===== config.mk =====
export PLATFORM = sky130hd
export DESIGN_NAME = pio_ep_regbank
export DESIGN_NICKNAME = d
export VERILOG_FILES = /design/src/rtl/pio_regbank_pkg.sv /design/src/rtl/pio_regbank_ch.sv /design/src/rtl/pio_ep_regbank.sv
export SDC_FILE = /design/constraint.sdc
export NUM_CORES = 1
export LEC_CHECK = 0
export CAP_MARGIN = 30
export CORE_ASPECT_RATIO = 1.25
export CORE_MARGIN = 10
export CORE_UTILIZATION = 55
export DETAILED_ROUTE_END_ITERATION = 8
export PLACE_DENSITY = 0.83
export SYNTH_ARGS = -nofsm -noshare
export SYNTH_HDL_FRONTEND = slang
export SYNTH_HIERARCHICAL = 1
export SYNTH_SLANG_ARGS = --single-unit

===== constraint.sdc =====
create_clock -name clk -period 4.6 [get_ports clk]
set_clock_uncertainty 0.1 [all_clocks]
set_input_delay 0.92 -clock clk [delete_from_list [all_inputs] [get_ports clk]]
set_output_delay 0.92 -clock clk [all_outputs]
set_load 0.01 [all_outputs]

===== src/rtl/pio_regbank_pkg.sv =====
// Shared constants, write payload type and helpers for the PIO BAR0 register bank.
package pio_regbank_pkg;

   localparam logic [1:0] REG_ZERO_LO = 2'b00;
   localparam logic [1:0] REG_CH      = 2'b01;
   localparam logic [1:0] REG_ZERO_HI = 2'b10;
   localparam logic [1:0] REG_ROM     = 2'b11;

   localparam logic [3:0] OFF_IF_V4       = 4'h0;
   localparam logic [3:0] OFF_IF_MAC_HI   = 4'h2;
   localparam logic [3:0] OFF_IF_MAC_LO   = 4'h3;
   localparam logic [3:0] OFF_DEST_V4     = 4'h4;
   localparam logic [3:0] OFF_DEST_MAC_HI = 4'h6;
   localparam logic [3:0] OFF_DEST_MAC_LO = 4'h7;
   localparam logic [3:0] OFF_CTRL        = 4'h8;
   localparam logic [3:0] OFF_TX_CNT      = 4'h9;
   localparam logic [3:0] OFF_RX_CNT      = 4'hA;
   localparam logic [3:0] OFF_ID          = 4'hF;

   localparam logic [15:0] ID_HI = 16'h5049;

   localparam logic [23:0] RST_IF_V4_HI = 24'h0A0015;
   localparam logic [7:0]  RST_IF_V4_LO = 8'd199;
   localparam logic [47:0] RST_IF_MAC   = 48'h003776_000001;
   localparam logic [31:0] RST_DEST_V4  = 32'h0A0015FF;
   localparam logic [47:0] RST_DEST_MAC = 48'hFFFF_FFFF_FFFF;

   typedef struct packed {
      logic [3:0]  off;
      logic [3:0]  be;
      logic [31:0] data;
   } ch_wr_t;

   // be[0] owns the most significant byte, be[3] the least
   function automatic logic [31:0] merge_be(input logic [31:0] cur,
                                            input logic [31:0] wdata,
                                            input logic [3:0]  be);
      logic [31:0] r;
      r = cur;
      for (int b = 0; b < 4; b++) begin
         if (be[b]) r[31-8*b -: 8] = wdata[31-8*b -: 8];
      end
      return r;
   endfunction

   function automatic logic [31:0] rst_if_v4(input int unsigned ch);
      return {RST_IF_V4_HI, RST_IF_V4_LO + 8'(ch)};
   endfunction

   function automatic logic [47:0] rst_if_mac(input int unsigned ch);
      return RST_IF_MAC + 48'(ch);
   endfunction

endpackage


===== src/rtl/pio_regbank_ch.sv =====
// One tunnel channel: address/MAC/enable registers, byte-lane writes, saturating counters.
module pio_regbank_ch
   import pio_regbank_pkg::*;
#(
   parameter int unsigned CH_IDX = 0,
   parameter int unsigned CNT_W  = 32
)(
   input  logic        clk,
   input  logic        rst_n,
   input  logic        wr_apply,
   input  ch_wr_t      wr,
   input  logic [3:0]  rd_off,
   input  logic        rd_sel,
   input  logic        tx_inc,
   input  logic        rx_inc,
   output logic        enable,
   output logic [31:0] if_v4,
   output logic [47:0] if_mac,
   output logic [31:0] dest_v4,
   output logic [47:0] dest_mac,
   output logic [31:0] rd_word_c
);

   logic [CNT_W-1:0] tx_cnt;
   logic [CNT_W-1:0] rx_cnt;
   logic [31:0]      if_mac_lo_w;
   logic [31:0]      dest_mac_lo_w;
   logic             ctrl_clr;
   logic             tx_clr;
   logic             rx_clr;

   function automatic logic [CNT_W-1:0] cnt_next(input logic [CNT_W-1:0] cnt,
                                                 input logic inc,
                                                 input logic clr);
      if (clr) return inc ? CNT_W'(1) : '0;
      if (inc && (cnt != '1)) return cnt + CNT_W'(1);
      return cnt;
   endfunction

   assign if_mac_lo_w   = merge_be({if_mac[15:0], 16'h0}, wr.data, wr.be);
   assign dest_mac_lo_w = merge_be({dest_mac[15:0], 16'h0}, wr.data, wr.be);
   assign ctrl_clr      = wr_apply && (wr.off == OFF_CTRL) && wr.be[3] && wr.data[1];
   assign tx_clr        = ctrl_clr || (rd_sel && (rd_off == OFF_TX_CNT));
   assign rx_clr        = ctrl_clr || (rd_sel && (rd_off == OFF_RX_CNT));

   // Configuration registers, written from the top's staging register
   always_ff @(posedge clk) begin
      if (!rst_n) begin
         enable   <= 1'b1;
         if_v4    <= rst_if_v4(CH_IDX);
         if_mac   <= rst_if_mac(CH_IDX);
         dest_v4  <= RST_DEST_V4;
         dest_mac <= RST_DEST_MAC;
      end else if (wr_apply) begin
         case (wr.off)
            OFF_IF_V4:       if_v4          <= merge_be(if_v4, wr.data, wr.be);
            OFF_IF_MAC_HI:   if_mac[47:16]  <= merge_be(if_mac[47:16], wr.data, wr.be);
            OFF_IF_MAC_LO:   if_mac[15:0]   <= if_mac_lo_w[31:16];
            OFF_DEST_V4:     dest_v4        <= merge_be(dest_v4, wr.data, wr.be);
            OFF_DEST_MAC_HI: dest_mac[47:16] <= merge_be(dest_mac[47:16], wr.data, wr.be);
            OFF_DEST_MAC_LO: dest_mac[15:0] <= dest_mac_lo_w[31:16];
            OFF_CTRL:        if (wr.be[3]) enable <= wr.data[0];
            default: ;
         endcase
      end
   end

   // Counters see the enable value in force before any same-cycle ctrl write
   always_ff @(posedge clk) begin
      if (!rst_n) begin
         tx_cnt <= '0;
         rx_cnt <= '0;
      end else begin
         tx_cnt <= cnt_next(tx_cnt, tx_inc && enable, tx_clr);
         rx_cnt <= cnt_next(rx_cnt, rx_inc && enable, rx_clr);
      end
   end

   always_comb begin
      rd_word_c = '0;
      case (rd_off)
         OFF_IF_V4:       rd_word_c = if_v4;
         OFF_IF_MAC_HI:   rd_word_c = if_mac[47:16];
         OFF_IF_MAC_LO:   rd_word_c = {if_mac[15:0], 16'h0};
         OFF_DEST_V4:     rd_word_c = dest_v4;
         OFF_DEST_MAC_HI: rd_word_c = dest_mac[47:16];
         OFF_DEST_MAC_LO: rd_word_c = {dest_mac[15:0], 16'h0};
         OFF_CTRL:        rd_word_c = {31'h0, enable};
         OFF_TX_CNT:      rd_word_c = 32'(tx_cnt);
         OFF_RX_CNT:      rd_word_c = 32'(rx_cnt);
         default: ;
      endcase
   end

endmodule


===== src/rtl/pio_ep_regbank.sv =====
// PCIe PIO BAR0 register bank for NUM_CH tunnels: decode, 1-cycle read pipe, staged writes.
// Define PIO_REGBANK_ROM_EN to map the biosrom into region 11.
module pio_ep_regbank
   import pio_regbank_pkg::*;
#(
   parameter int unsigned NUM_CH = 2,
   parameter int unsigned ADDR_W = 14,
   parameter int unsigned CNT_W  = 32
)(
   input  logic                clk,
   input  logic                rst_n,
   input  logic                rd_req,
   input  logic [ADDR_W-1:0]   rd_addr,
   input  logic [3:0]          rd_be,
   output logic [31:0]         rd_data,
   output logic                rd_valid,
   input  logic                wr_en,
   input  logic [ADDR_W-1:0]   wr_addr,
   input  logic [3:0]          wr_be,
   input  logic [31:0]         wr_data,
   output logic                wr_busy,
   input  logic [NUM_CH-1:0]   tx_pkt_inc,
   input  logic [NUM_CH-1:0]   rx_pkt_inc,
   output logic [NUM_CH-1:0]   ch_enable,
   output logic [NUM_CH*32-1:0] ch_if_v4addr,
   output logic [NUM_CH*48-1:0] ch_if_macaddr,
   output logic [NUM_CH*32-1:0] ch_dest_v4addr,
   output logic [NUM_CH*48-1:0] ch_dest_macaddr
);

   localparam int unsigned CH_W = 5;

   logic [1:0]        rd_region;
   logic [CH_W-1:0]   rd_ch;
   logic [3:0]        rd_off;
   logic              rd_ch_ok;
   logic [31:0]       rd_mux;

   logic [ADDR_W-1:0] stg_addr;
   logic [3:0]        stg_be;
   logic [31:0]       stg_data;
   logic [CH_W-1:0]   stg_ch;
   logic              wr_hit;
   ch_wr_t            ch_wr;

   logic [31:0]       ch_word [NUM_CH];
   logic              unused_bits;

   assign rd_region = rd_addr[13:12];
   assign rd_ch     = rd_addr[8:4];
   assign rd_off    = rd_addr[3:0];
   assign rd_ch_ok  = {1'b0, rd_ch} < 6'(NUM_CH);

   assign stg_ch    = stg_addr[8:4];
   assign wr_hit    = wr_busy && (stg_addr[13:12] == REG_CH);
   assign ch_wr     = '{off: stg_addr[3:0], be: stg_be, data: stg_data};

   assign unused_bits = ^{rd_be, rd_addr, stg_addr};

   // Write staging: one accepted write occupies exactly the following cycle
   always_ff @(posedge clk) begin
      if (!rst_n) begin
         wr_busy  <= 1'b0;
         stg_addr <= '0;
         stg_be   <= '0;
         stg_data <= '0;
      end else if (wr_en && !wr_busy) begin
         wr_busy  <= 1'b1;
         stg_addr <= wr_addr;
         stg_be   <= wr_be;
         stg_data <= wr_data;
      end else begin
         wr_busy  <= 1'b0;
      end
   end

   for (genvar i = 0; i < NUM_CH; i++) begin : g_ch
      pio_regbank_ch #(
         .CH_IDX (i),
         .CNT_W  (CNT_W)
      ) u_ch (
         .clk       (clk),
         .rst_n     (rst_n),
         .wr_apply  (wr_hit && (stg_ch == CH_W'(i))),
         .wr        (ch_wr),
         .rd_off    (rd_off),
         .rd_sel    (rd_req && (rd_region == REG_CH) && (rd_ch == CH_W'(i))),
         .tx_inc    (tx_pkt_inc[i]),
         .rx_inc    (rx_pkt_inc[i]),
         .enable    (ch_enable[i]),
         .if_v4     (ch_if_v4addr[32*i +: 32]),
         .if_mac    (ch_if_macaddr[48*i +: 48]),
         .dest_v4   (ch_dest_v4addr[32*i +: 32]),
         .dest_mac  (ch_dest_macaddr[48*i +: 48]),
         .rd_word_c (ch_word[i])
      );
   end

`ifdef PIO_REGBANK_ROM_EN
   logic [31:0] rom_data;

   // biosrom returns its word combinationally; the read pipe adds the single cycle
   biosrom u_biosrom (
      .addr (rd_addr[11:0]),
      .data (rom_data)
   );
`endif

   always_comb begin
      rd_mux = '0;
      case (rd_region)
         REG_CH: begin
            if (rd_ch_ok && (rd_off == OFF_ID)) begin
               rd_mux = {ID_HI, 16'(NUM_CH)};
            end else begin
               for (int i = 0; i < NUM_CH; i++) begin
                  if (rd_ch == CH_W'(i)) rd_mux = ch_word[i];
               end
            end
         end
`ifdef PIO_REGBANK_ROM_EN
         REG_ROM: rd_mux = rom_data;
`endif
         default: ;
      endcase
   end

   always_ff @(posedge clk) begin
      if (!rst_n) begin
         rd_valid <= 1'b0;
         rd_data  <= '0;
      end else begin
         rd_valid <= rd_req;
         if (rd_req) rd_data <= rd_mux;
      end
   end

endmodule


[Word-level counts from Yosys, hierarchy flattened]
Cells that the tools add are included.
Word-level totals
  logic and storage cells: 208
  output and inout bits: 356
  bits of input ports: 76
  register bits after elaboration: 534
Cells by class
  magnitude comparators: 1
  equality and inequality tests: 23
  add/subtract/negate cells: 4
  reduce and logical (&&, ||, !) cells: 81
  muxes and demuxes: 47
Operator list (count)
  $mux W32: 20
  $pmux W32 S9: 2
  $add A32 B1 Y32 const B: 4
  $ne A32 B32 Y1 const B: 4
  $reduce_and A3 Y1: 42
  $logic_and A1 B1 Y1: 26
  $mux W1: 25
  $eq A4 B3 Y1 const B: 6
  $eq A4 B4 Y1 const B: 5
  $eq A4 B2 Y1 const B: 4
  $eq A5 B1 Y1 const B: 2
  $logic_not A5 Y1: 2
  $logic_not A4 Y1: 2
  $reduce_bool A2 Y1: 4
  $lt A5 B2 Y1 const B: 1
  $eq A2 B1 Y1 const B: 2
  $logic_or A1 B1 Y1: 4
  $logic_not A1 Y1: 1

[Longest topological paths before layout]
  depth in word-level cells: 13
  gate-level depth with buffers: 10
  depth with buffers taken out: 8

[Hierarchy]
Netlist, hierarchy kept.
By module, submodules not included
  pio_regbank_ch at g_ch[1].u_ch: instances 1, cells each 1200, area an instance 10249.8 um^2, seq. area each 4504.3 um^2
  pio_regbank_ch at g_ch[0].u_ch: instances 1, cells each 1271, area an instance 10147.2 um^2, seq. area each 4504.3 um^2
  pio_ep_regbank: instances 1, cells each 402, area an instance 3693.5 um^2, seq. area each 1621.6 um^2

[Least setup slack after synthesis]
Ideal clock, no wire load.
  path kind: in2reg
  start point: input port rd_addr[7]
  end point: register g_ch[0].u_ch.rx_cnt[10]
  required time: 4372 ps
  data arrival time: 2586 ps
  path slack: 1786 ps
  cell stages on the path: 9
  buffers on the path: 3
  setup time: 128 ps
  cells stage by stage: nor4b_4 -> buf_6 -> nand2_1 -> nor2_1 -> a32oi_1 -> nand2_1 -> clkbuf_1 -> clkbuf_1 -> nor2_1
Between the ends
  cells in the longest elaborated chain, start to end: 7
  elaborated cells on any way between the ends: 8
  those cells by class: 3 x mux; 5 x reduce/logical
Ends and longest elaborated chain
  start: declaration: RTL line pio_ep_regbank.sv:13  | input logic [ADDR_W-1:0] rd_addr,
  $logic_not A5 Y1 *: RTL line pio_ep_regbank.sv:87  | .rd_sel (rd_req && (rd_region == REG_CH) && (rd_ch == CH_W'(i))),
  $logic_and A1 B1 Y1 *: RTL line pio_ep_regbank.sv:87
  $logic_and A1 B1 Y1 *: RTL line pio_regbank_ch.sv:44  | assign rx_clr = ctrl_clr || (rd_sel && (rd_off == OFF_RX_CNT));
  $logic_or A1 B1 Y1 *: RTL line pio_regbank_ch.sv:44
  $mux W1 *: RTL line pio_regbank_ch.sv:35  | if (clr) return inc ? CNT_W'(1) : '0;
  $mux W1 *: RTL line pio_regbank_ch.sv:70  | if (!rst_n) begin
  $mux W32 or $reduce_bool A2 Y1 (tied branches)
  end signal: assignment: RTL line pio_regbank_ch.sv:75  | rx_cnt <= cnt_next(rx_cnt, rx_inc && enable, rx_clr);
  end: declaration: RTL line pio_regbank_ch.sv:25  | logic [CNT_W-1:0] rx_cnt;
Mark *: on every way between the ends. The rest lies on a longest branch, timed or not. The select of a mux whose other input is x is not followed.
A chain may end at the register's enable or synchronous reset.

==> results.py <==
metrics = {
    "outcome": {
        "status": "finished with violations",
        "failed_checks": "design-rule violations",
    },
    "yosys": {
        "ys_seq_area_share_pct": 44.1,
        "synthAdderAreaFrac_pct": 0.208,
        "synthXorXnorAreaFrac_pct": 1.24,
        "ys_seq_elements": 531,
        "syn_area_um2": 24100,
        "async_reset_ff_share_pct": 0,
        "yosysUniqueCellTypes": 75,
        "syn_avg_cell_area_um2": 8.39,
        "yosys.area.top_type_share_pct": 44.1,
        "synth_compound_area_share_pct": 17.4,
        "yosysTopAreaCell": "dfxtp_1",
        "synthSimpleGateAreaFrac_pct": 27.4,
        "synth_ff_type": "dfxtp_1",
        "yosys_warnings": 6,
        "synth_top_family_by_area": "simple AND/OR/NAND/NOR gates",
        "synth_area_leaders": "dfxtp_1, nand2_1, nand3_1, mux2i_1, a22oi_1",
        "muxShareOfSynthArea_pct": 6.21,
        "syn_nets": 2953,
        "synthCells": 2873,
        "synth_edf_count": 0,
    },
    "die": {
        "core_um2": 43200,
        "die-area_um2": 52600,
        "die_height_um": 254,
        "initial_core_util_pct": 55.8,
        "rows": 85,
        "ioPinCount": 432,
        "die_w_um": 207,
    },
    "worst_setup_path": {
        "rr_startpoint": "stg_addr[13]",
        "endpoint_kind": "register",
        "cp.required_ps": 5050,
        "r2r_cells": 7,
        "rrSetupSlack_ps": 1190,
        "cp-start-kind": "input port",
        "path_class": "in -> reg",
        "r2r_end": "g_ch[1].u_ch/if_mac[43]",
        "path_max_fanout": 24,
        "arrival_ps": 4000,
    },
    "clocking": {
        "cts_tree": "built",
        "post_cts_buffers": 0,
        "cts_made_buffers": 52,
        "ctsHoldBuffers": 0,
        "clkLatencyLatePin_ps": 620,
        "cts-root-buf": "clkbuf_16",
        "clk_pin_slew_ps": 70,
        "clkSinkCount": 531,
        "cts_htree_levels": 2,
        "cts_buffer_depth": 3,
        "cts_resized": 0,
    },
    "sta": {
        "timing.final.crit_share_pct": 77.3,
        "worst_slack_ps": 1040,
        "final-setup-viol-count": 0,
        "max_freq_mhz": 281,
        "slew_headroom_pct": 29.1,
        "drv_slew": 0,
        "hold_viol": 0,
        "holdWs_ps": 358,
        "rsz0062_at_grt": "no",
        "period_minus_slack_ps": 3560,
        "setup_tns_ps": 0,
        "worstMarginPinSlew_ps": 1060,
    },
    "global_route": {
        "met2_usage_pct": 59.1,
        "met1_usage_pct": 42.9,
        "grt_busiest_layer": "met2",
        "grt_use_total_pct": 35.8,
        "grt_max_degree": 159,
        "grt_pass1_wl_um": 148000,
        "grt_pass1_vias": 24300,
        "antenna_found_initial": 6,
        "grt_util_met3_pct": 7.20,
        "gr-total-overflow": 0,
    },
    "pwr": {
        "power.switching_mw": 2.35,
        "seqPwrFrac_pct": 47.5,
        "p_int_mw": 7.63,
        "power_leakage_nw": 10.9,
        "power_frac_comb_pct": 5.2,
        "swShare_pct": 23.5,
        "p_clk_share_pct": 47.3,
        "p_per_area_nw_per_um2": 325,
        "peakVddDrop_mv": 0.322,
    },
    "worst_hold_path": {
        "min_path_type": "reg -> reg",
        "whs_endpoint": "stg_addr[12]",
        "hold_depth": 2,
        "min-delay-start": "stg_addr[12]",
    },
    "placement": {
        "dp_hpwl_um": 73400,
        "gp_congestion": 1.02,
        "pre_cts_slack_ps": 578,
        "io_buffers": 421,
    },
    "cells_and_area": {
        "syn_to_final_growth_pct": 27.4,
        "drive_gt1_share_pct": 5.68,
        "n_fill_cell": 3436,
        "nNetsFinal": 3316,
    },
    "drt": {
        "drt-pass1-iter-count": 9,
        "totalWireLength_um": 101000,
        "vias": 25300,
        "drt_iter0_drc": 3757,
        "antenna_left": 0,
        "wire_per_inst_um": 26.1,
        "vias_per_cell": 6.59,
        "drc": 8,
    },
    "job": {
        "maxCapViolCount": 0,
    },
}
==> per-stage QoR <==
stage,power [mW],util (%),cell area [um^2],instances
3_5_place_dp,5.34,66.6,28800,3744
4_1_cts,9.96,71.0,30700,3839
2_1_floorplan,5.08,-,24100,2873
3_3_place_gp,5.31,66.5,28700,3739
6_report,9.98,71.1,30700,3845
5_1_grt,10.2,71.1,30700,3843
==> worst max path at each step <==
stage	startpoint	endpoint	slack, ps
2_1_floorplan	rd_addr[7]	g_ch[0].u_ch/rx_cnt[10]	1790
3_3_place_gp	rd_addr[2]	g_ch[1].u_ch/rx_cnt[19]	640
3_5_place_dp	rd_addr[2]	g_ch[1].u_ch/rx_cnt[19]	580
4_1_cts	rd_addr[2]	g_ch[1].u_ch/rx_cnt[19]	1200
5_1_grt	stg_addr[13]	g_ch[1].u_ch/if_mac[45]	900
6_report	rd_addr[3]	rd_data[14]	1040
==> critical path, stage by stage <==
cell and delay [ps]:
clkdlybuf4s50_1 730, buf_4 310, nor3_2 740, buf_4 470, a22oi_1 120, nand3_1 210, mux2_4 180, nand4_1 100
a21boi_1 190
==> cell families (layout without fill, tap and decap cells) <==
kind of cell               Yosys count  in the layout
adders and majority gates            4              4
buffers and inverters              183            587
xor gates and xnor gates            34             34
muxes                              145            145
DFF                                531            531
AOI/OAI and AO/OA                  604            604
other                                0              3
and+or+nand+nor                   1372           1372
==> per-layer routing <==
| layer | part of all wire, % | vias to the layer above | routed length (um) |
|---|---|---|---|
| met2 | 47 | 1732 | 47100 |
| met1 | 36 | 12100 | 36000 |
| met5 | 0.048 | - | 48 |
| met4 | 5.9 | 8 | 5930 |
| li1 | - | 11100 | - |
| met3 | 11 | 364 | 11300 |
==> final cells by class <==
class	instances	area [um^2]	share of cell area [%]
diodes	3	7.51	0.0245
repair buffers	475	4680	15.2
multi-input cells	2159	12700	41.5
flip-flops and latches	531	10600	34.6
inverters	17	63.8	0.208
clock buffers	76	1570	5.13
well taps	565	707	2.30
clock inverters	19	307	0.999
==> flip-flops by register name, indices dropped and copies added, names as in the netlist, 32 cells and up <==
register,cells
g_ch.u_ch/if_v4,64
rd_data,32
g_ch.u_ch/tx_cnt,64
g_ch.u_ch/rx_cnt,64
g_ch.u_ch/dest_mac,96
g_ch.u_ch/if_mac,96
stg_data,32
g_ch.u_ch/dest_v4,64
==> Yosys cell counts (66+ instances only) <==
library cell  count
a21boi_1         79
a21oi_1         142
nand4_1          83
dfxtp_1         531
nor2_1          121
nand2_1         631
o21ai_0          85
mux2i_1         113
nor2b_1          66
nand3_1         240
a22oi_1         111
clkbuf_1        129
==> power groups by stage <==
stage	Combinational [mW]	Clock (mW)	Sequential, mW
6_report	0.518	4.72	4.74
4_1_cts	0.502	4.72	4.73
5_1_grt	0.543	4.90	4.74
3_5_place_dp	0.499	0	4.84
2_1_floorplan	0.304	0	4.78
3_3_place_gp	0.480	0	4.84
==> placed cells by master, fill, tap and decap left out, types with 17 or more instances in the layout <==
master and n:
o21ai_0 85, mux2i_1 113, mux2_1 31, a21boi_0 19, nand3_1 240, nand2_1 631, and2_1 17, or3_1 44
a21oi_1 142, a222oi_1 48, xor2_1 19, clkdlybuf4s50_1 420, clkbuf_16 53, nand4_1 83, or4_1 39, nand2b_1 37
dfxtp_1 531, buf_4 49, a21boi_1 79, a22oi_1 111, o31ai_1 29, nor2b_1 65, clkbuf_8 17, nor2_1 119
Power figures use the tool's default switching activity.
